--- src/rtl/next_pc_unit.sv ---
// next_pc_unit: program-counter register and next-PC selection.
// Handles sequential, branch, region-jump and register-jump targets. It also
// provides stall hold, an optional single delay slot, and a trap on misaligned
// targets.
//
// state    | meaning
// ---------+-----------------------------------------------------------
// ST_RUN   | no delayed transfer outstanding
// ST_SLOT  | slot instruction being fetched; pending target loads next
module next_pc_unit #(
  parameter int unsigned      WIDTH        = 32,
  parameter int unsigned      JUMP_BITS    = 26,
  parameter int unsigned      IMM_BITS     = 16,
  parameter logic [WIDTH-1:0] RESET_VECTOR = 32'h0000_0000,
  parameter logic [WIDTH-1:0] EXC_VECTOR   = 32'h0000_0180,
  parameter bit               DELAY_SLOT   = 1'b0
) (
  input  logic                 CLK,
  input  logic                 RST_n,
  input  logic                 Stall,
  input  logic [1:0]           PCSrc,
  input  logic                 BranchTaken,
  input  logic [IMM_BITS-1:0]  Imm,
  input  logic [JUMP_BITS-1:0] JumpAddr,
  input  logic [WIDTH-1:0]     RegTarget,
  output logic [WIDTH-1:0]     PC,
  output logic [WIDTH-1:0]     PCPlus4,
  output logic [WIDTH-1:0]     PCJump,
  output logic                 SlotPending,
  output logic                 Misalign
);

  typedef enum logic {ST_RUN = 1'b0, ST_SLOT = 1'b1} state_t;

  localparam int unsigned EXT_BITS = WIDTH - IMM_BITS - 2;

  state_t           state_q, state_d;
  logic [WIDTH-1:0] pc_q, pc_d;
  logic [WIDTH-1:0] pending_q, pending_d;
  logic             misalign_q, misalign_d;

  logic [WIDTH-1:0] branch_off;
  logic [WIDTH-1:0] target;
  logic             taken;
  logic             misaligned;

  assign PCPlus4    = pc_q + WIDTH'(4);
  // Region bits come from PC+4 so a jump in the last word of a region
  // lands in the following region, matching the fetch address of the slot.
  assign PCJump     = {PCPlus4[WIDTH-1:JUMP_BITS+2], JumpAddr, 2'b00};
  assign branch_off = {{EXT_BITS{Imm[IMM_BITS-1]}}, Imm, 2'b00};

  assign PC          = pc_q;
  assign SlotPending = (state_q == ST_SLOT);
  assign Misalign    = misalign_q;

  // Select the transfer target and decide whether the transfer is taken.
  always_comb begin
    target = PCPlus4;
    taken  = 1'b0;
    unique case (PCSrc)
      2'b01: begin
        target = PCPlus4 + branch_off;
        taken  = BranchTaken;
      end
      2'b10: begin
        target = PCJump;
        taken  = 1'b1;
      end
      2'b11: begin
        target = RegTarget;
        taken  = 1'b1;
      end
      default: begin
        target = PCPlus4;
        taken  = 1'b0;
      end
    endcase
    misaligned = taken && (target[1:0] != 2'b00);
  end

  // Next-state and next-PC selection in priority order; stall freezes everything.
  always_comb begin
    state_d    = state_q;
    pc_d       = pc_q;
    pending_d  = pending_q;
    misalign_d = misalign_q;
    if (!Stall) begin
      misalign_d = 1'b0;
      if (misaligned) begin
        pc_d       = EXC_VECTOR;
        misalign_d = 1'b1;
        pending_d  = '0;
        state_d    = ST_RUN;
      end else if (state_q == ST_SLOT) begin
        // Any transfer requested by the slot instruction is dropped here.
        pc_d    = pending_q;
        state_d = ST_RUN;
      end else if (taken && !DELAY_SLOT) begin
        pc_d = target;
      end else if (taken) begin
        pc_d      = PCPlus4;
        pending_d = target;
        state_d   = ST_SLOT;
      end else begin
        pc_d = PCPlus4;
      end
    end
  end

  // PC, pending target, slot state and trap flag registers.
  always_ff @(posedge CLK or negedge RST_n) begin
    if (!RST_n) begin
      state_q    <= ST_RUN;
      pc_q       <= RESET_VECTOR;
      pending_q  <= '0;
      misalign_q <= 1'b0;
    end else begin
      state_q    <= state_d;
      pc_q       <= pc_d;
      pending_q  <= pending_d;
      misalign_q <= misalign_d;
    end
  end

endmodule

--- config.mk ---
export PLATFORM = sky130hd
export DESIGN_NAME = next_pc_unit
export DESIGN_NICKNAME = d
export VERILOG_FILES = /design/src/rtl/next_pc_unit.sv
export SDC_FILE = /design/constraint.sdc
export NUM_CORES = 1
export LEC_CHECK = 0
export ABC_AREA = 1
export CAP_MARGIN = 20
export CORE_ASPECT_RATIO = 1.2
export CORE_UTILIZATION = 24
export CTS_CLUSTER_SIZE = 24
export DETAILED_ROUTE_END_ITERATION = 7
export GPL_TIMING_DRIVEN = 0
export HOLD_SLACK_MARGIN = 0.02
export PLACE_DENSITY = 0.46
export SLEW_MARGIN = 40
export SYNTH_ARGS = -nofsm -noshare
export SYNTH_HDL_FRONTEND = slang
export SYNTH_SLANG_ARGS = --single-unit
--- constraint.sdc ---
create_clock -name CLK -period 3.8 [get_ports CLK]
set_input_delay 0.76 -clock CLK [delete_from_list [all_inputs] [get_ports CLK]]
set_output_delay 0.76 -clock CLK [all_outputs]
set_load 0.005 [all_outputs]
**After elaboration in Yosys (flattened, before gate mapping)**

Index checks and enable logic that the tools add are counted.

- Bits in registers: 33
- Output and inout bits: 98
- Input port bits: 80
- Logic and storage cells: 15

- Reduce and logical (&&, ||, !) cells: 3
- $add $sub $neg: 2
- Mux-type cells: 5
- Equal/unequal tests: 3

Operators with widths:

| operator | number |
|---|---|
| $pmux 32 s3 | 1 |
| $mux 32 | 2 |
| $add 32x3->32 const B | 1 |
| $add 32x32->32 | 1 |
| $eq 2x2->1 const B | 2 |
| $eq 2x1->1 const B | 1 |
| $pmux 1 s2 | 1 |
| $reduce_bool 2->1 | 1 |
| $reduce_or 2->1 | 1 |
| $logic_and 1x1->1 | 1 |
| $mux 1 | 1 |

**Depth between registers and ports, before layout**

- Depth after elaboration: 6
- Gate-level depth with buffers: 26
- Depth with buffers taken out: 26

**Worst setup path before layout**

No wires, ideal clock.

- Path kind: flip-flop to flip-flop
- From: register pc_q[3], in the netlist PC[3]
- To: register pc_q[21], in the netlist PC[21]
- Path slack: 1059 ps
- Period minus slack after synthesis: 2741 ps
- Stages on the path, launching flop included: 23
- Buffers on the path: 0
- Setup time: 117 ps
- Arrival: 2625 ps
- Data required time: 3683 ps
- Cell sequence: dfrtp_1 ha_1 nand2_2 nor2_4 inv_2 nor2_8 nand2_4 nor2_4 nand3_2 xor2_1 inv_1 ha_1 nand2_1 nor2_1 inv_1 nor2_1 nand4_1 nand3_1 nand2_1 nand3_1 nand2_1 nand2_1 nand2_1

- Word-level cells in the longest chain between the ends: 5

RTL lines:

| item | line | source |
|---|---|---|
| start: declaration | 38 | `logic [WIDTH-1:0] pc_q, pc_d;` |
| start signal: assignment | 120 | `pc_q <= pc_d;` |
| $add 32x3->32 | 47 | `assign PCPlus4 = pc_q + WIDTH'(4);` |
| net PCPlus4[18] | 27 | `output logic [WIDTH-1:0] PCPlus4,` |
| $add 32x32->32 | 63 | `target = PCPlus4 + branch_off;` |
| $pmux 32 s3 | 61 | `unique case (PCSrc)` |
| $mux 32 | 99 | `end else if (taken && !DELAY_SLOT) begin` |
| $mux 32 | 90 | `if (misaligned) begin` |

The timed path passes the listed nets, and every way through them passes these cells.
A chain may end at the register's enable or synchronous reset.

**Worst setup path in the final report**

- From: register pc_q[3], in the netlist PC[3]
- To: register pc_q[23], in the netlist PC[23]

- Word-level cells in the longest chain between the ends: 5

RTL lines:

| item | line |
|---|---|
| $add 32x3->32 (*) | 47 |
| $add 32x32->32 | 63 |
| $pmux 32 s3 | 61 |
| $mux 32 (*) | 99 |
| $mux 32 (*) | 90 |

Every way passes the cells marked *; elsewhere a longest branch is shown, timed or not.

==> impl_metrics.env <==
export IMPL_period_share=0.922
export IMPL_antennaDiodeCount=0
export IMPL_postSynth_asyncResetShare=1.00
export IMPL_post_cts_buffers=0
export IMPL_rr_startpoint="PC[3]"
export IMPL_required_ns=3.97
export IMPL_synth_top_cell_by_area="nand2_1"
export IMPL_finalSetupTns_ns=0
export IMPL_finalHoldViolCount=0
export IMPL_fin_util=0.350
export IMPL_ys_ff_latch=33
export IMPL_fill_cells=2457
export IMPL_clkPwrFrac=0.170
export IMPL_p_sw_frac=0.463
export IMPL_stdcell_area_mm2=0.00768
export IMPL_power_density_mw_per_mm2=314
export IMPL_cap_viol_max_count=0
export IMPL_clock_skew_ns=0.00805
export IMPL_cts_hold_buf=0
export IMPL_fp_row_count=59
export IMPL_post_route_min_period_ns=3.50
export IMPL_arrival_ns=3.67
export IMPL_whs_ns=0.433
export IMPL_ys_types=43
export IMPL_clock_sinks=33
export IMPL_p_comb_frac=0.623
export IMPL_multi_input_comb_area_mm2=0.00374
export IMPL_fmax_ghz=0.286
export IMPL_ys_flop_type="dfrtp_1"
export IMPL_vias=6458
export IMPL_cts_tree="done"
export IMPL_clk_pin_slew_ns=0.06
export IMPL_final_common_cell="nand2_1"
export IMPL_finalNetCount=1239
export IMPL_track_usage=0.212
export IMPL_die_area_mm2=0.0232
export IMPL_wl_per_cell_um=17.8
export IMPL_yosysWarnings=0
export IMPL_drt_iter0_markers=496
export IMPL_end_kind="register"
export IMPL_synth_edf_count=0
export IMPL_seq_power_share=0.207
export IMPL_pin_count=178
export IMPL_tightest_slew_ns=0.712
export IMPL_synth_top_area_frac=0.222
export IMPL_synth_cells=939
export IMPL_cts_root_buf="clkbuf_16"
export IMPL_grt_start_max_net_pins=34
export IMPL_die_x_um=139
export IMPL_avgViaCountPerCell=4.62
export IMPL_post_route_drc_count=0
export IMPL_finalSetupViolCount=0
export IMPL_ff_latch_area_um2=826
export IMPL_synth_area_mm2=0.00543
export IMPL_overflow=0
export IMPL_die_h_um=167
export IMPL_crit_path_frequent_cell="nand2_1"
export IMPL_final_cell_mix="nand2_1 (321), clkdlybuf4s50_1 (172), inv_1 (136)"
export IMPL_status="completed"
export IMPL_post_dp_hpwl_um=21300
export IMPL_port_buffers=174
export IMPL_maxSlewHeadroom=0.526
export IMPL_drive_above_1_share=0.0864
export IMPL_start_util=0.248
export IMPL_critPathSlowestCell="dfrtp_1"
export IMPL_cp_startpoint="PC[3]"
export IMPL_insertion_delay_ns=0.29
export IMPL_grt_pass1_vias=6384
export IMPL_placed_area_mm2=0.00752
export IMPL_p_leak_nw=3.90
export IMPL_worstSetupStartpointType="register"
export IMPL_finalWirelength_um=24900
export IMPL_cts_made_buffers=5
export IMPL_p_int_w=0.00129
export IMPL_worst_setup_path_type="register to register"
export IMPL_htreeDepth=2
export IMPL_switchingPower_w=0.00112
export IMPL_critPathMaxFanout=5
export IMPL_slew_violations=0
export IMPL_first_pass_iters=5
export IMPL_gp_congestion=0.891
export IMPL_yosys_top_cells_area="nand2_1 (22%), dfrtp_1 (15%), inv_1 (9.4%), ha_1 (8.3%), nand3_1 (5.6%)"
export IMPL_holdCritPathClass="input port to async pin"
export IMPL_rsz0062_at_grt="false"
export IMPL_path_cells="ha_4, nand2_2, nor2_4, inv_2, nor2_8, nand2_4, xor2_1, inv_1, ha_1, nand2_1, nor2_1, a21oi_1, nand2_1, nand2_1, nand2_1, nand2_1, nand3_1, nand2_1, nand2_1, nand2_1"
export IMPL_slowest_delay_ns=0.50
export IMPL_ant_nets=0
export IMPL_yosysSeqAreaShare=0.152
export IMPL_cts_buffer_depth=2
export IMPL_grt_pass1_wl_um=37100
export IMPL_antenna_found_initial=0
export IMPL_synth_avg_cell_area_um2=5.78
export IMPL_area_delta_synth_final_pct=41.4
export IMPL_ir_worst_vdd_mv=0.160
export IMPL_core_area_mm2=0.0219
-- cell type report --
type / count / share of cell area
tap: 274 / 0.0447
timing repair buffer: 174 / 0.226
multi-input combinational: 709 / 0.488
clock buffer: 5 / 0.0163
sequential: 33 / 0.108
inverter: 146 / 0.0714
buffer: 53 / 0.0442
clock inverter: 3 / 0.00228
-- worst max-delay path: cells and delay by family (launching register included) --
kind | cells | cell delay (ns)
compound gates | 1 | 0.11
fa+ha+maj | 2 | 0.64
buf+inv | 2 | 0.25
simple gates | 14 | 1.59
flops | 1 | 0.50
xor+xnor | 1 | 0.29
-- cell usage after synthesis, types with 2 or more instances --
cell,count
o21a_1,2
o21ai_0,32
nand2_1,321
nor3_1,6
nor3_2,4
buf_2,4
buf_4,36
nand3b_1,5
xor2_1,19
and2_1,3
o22ai_1,4
nand4_1,15
nor2_1,76
a21o_1,3
nand3_2,3
o211ai_1,2
a21oi_1,48
a221oi_1,18
o21bai_1,7
nand2_4,2
nor2_4,6
nand3_1,61
ha_1,36
dfrtp_1,33
inv_2,10
nor2_8,2
inv_1,136
nor2_2,3
or2_2,2
xnor2_1,3
nand2_2,10
o21ai_1,4
clkbuf_1,13
-- cell families after synthesis --
family | share of synthesized area
and+or+nand+nor | 0.426
xor gates and xnor gates | 0.0355
other | 0.000691
AOI/OAI and AO/OA | 0.136
buffers and inverters | 0.163
DFF | 0.152
adders and majority gates | 0.0866
-- stage by stage --
stage                     total power (W)  cells  worst slack, ns
after floorplan                   0.00130    941             1.06
after global placement            0.00199   1389           0.0410
after detailed placement          0.00199   1389           0.0667
after CTS                         0.00241   1397           0.0458
after global routing              0.00261   1397           0.0513
final                             0.00241   1397            0.298
-- power groups by stage --
stage | sequential (W) | clock [W] | combinational [W]
final | 0.000500 | 0.000410 | 0.00150
after global routing | 0.000510 | 0.000427 | 0.00167
after CTS | 0.000497 | 0.000417 | 0.00150
after detailed placement | 0.000502 | 0 | 0.00149
after global placement | 0.000503 | 0 | 0.00149
after floorplan | 0.000480 | 0 | 0.000816
-- metal layers --
layer,GRT usage,vias to the layer above,part of all wire
li1,-,3319,-
met1,0.268,2957,0.45
met2,0.391,159,0.51
met3,0.0124,23,0.029
met4,0.0498,0,0.017
met5,0,-,0
-- path summary, 6_finish.rpt --
check / slack, ns / cells after the start / end
max in group asynchronous: 3.03 / 1 / PC[15]
min reg2reg: 0.54 / 2 / Misalign
max reg2reg: 0.30 / 20 / PC[23]
min in group CLK: 0.54 / 2 / Misalign
min: 0.43 / 1 / PC[27]
max: 0.30 / 20 / PC[23]
-- what timing repair did --
item / 4_1_cts / 5_1_grt
endpoints found under the setup margin: 0 / 14
hold endpoints to repair: 0 / 0
gates resized for setup: 0 / 3
-- sequential cells by signal, indices dropped and copies added (netlist names) --
name,flops
Misalign,1
PC,32
(Power assumes the default switching activity.)
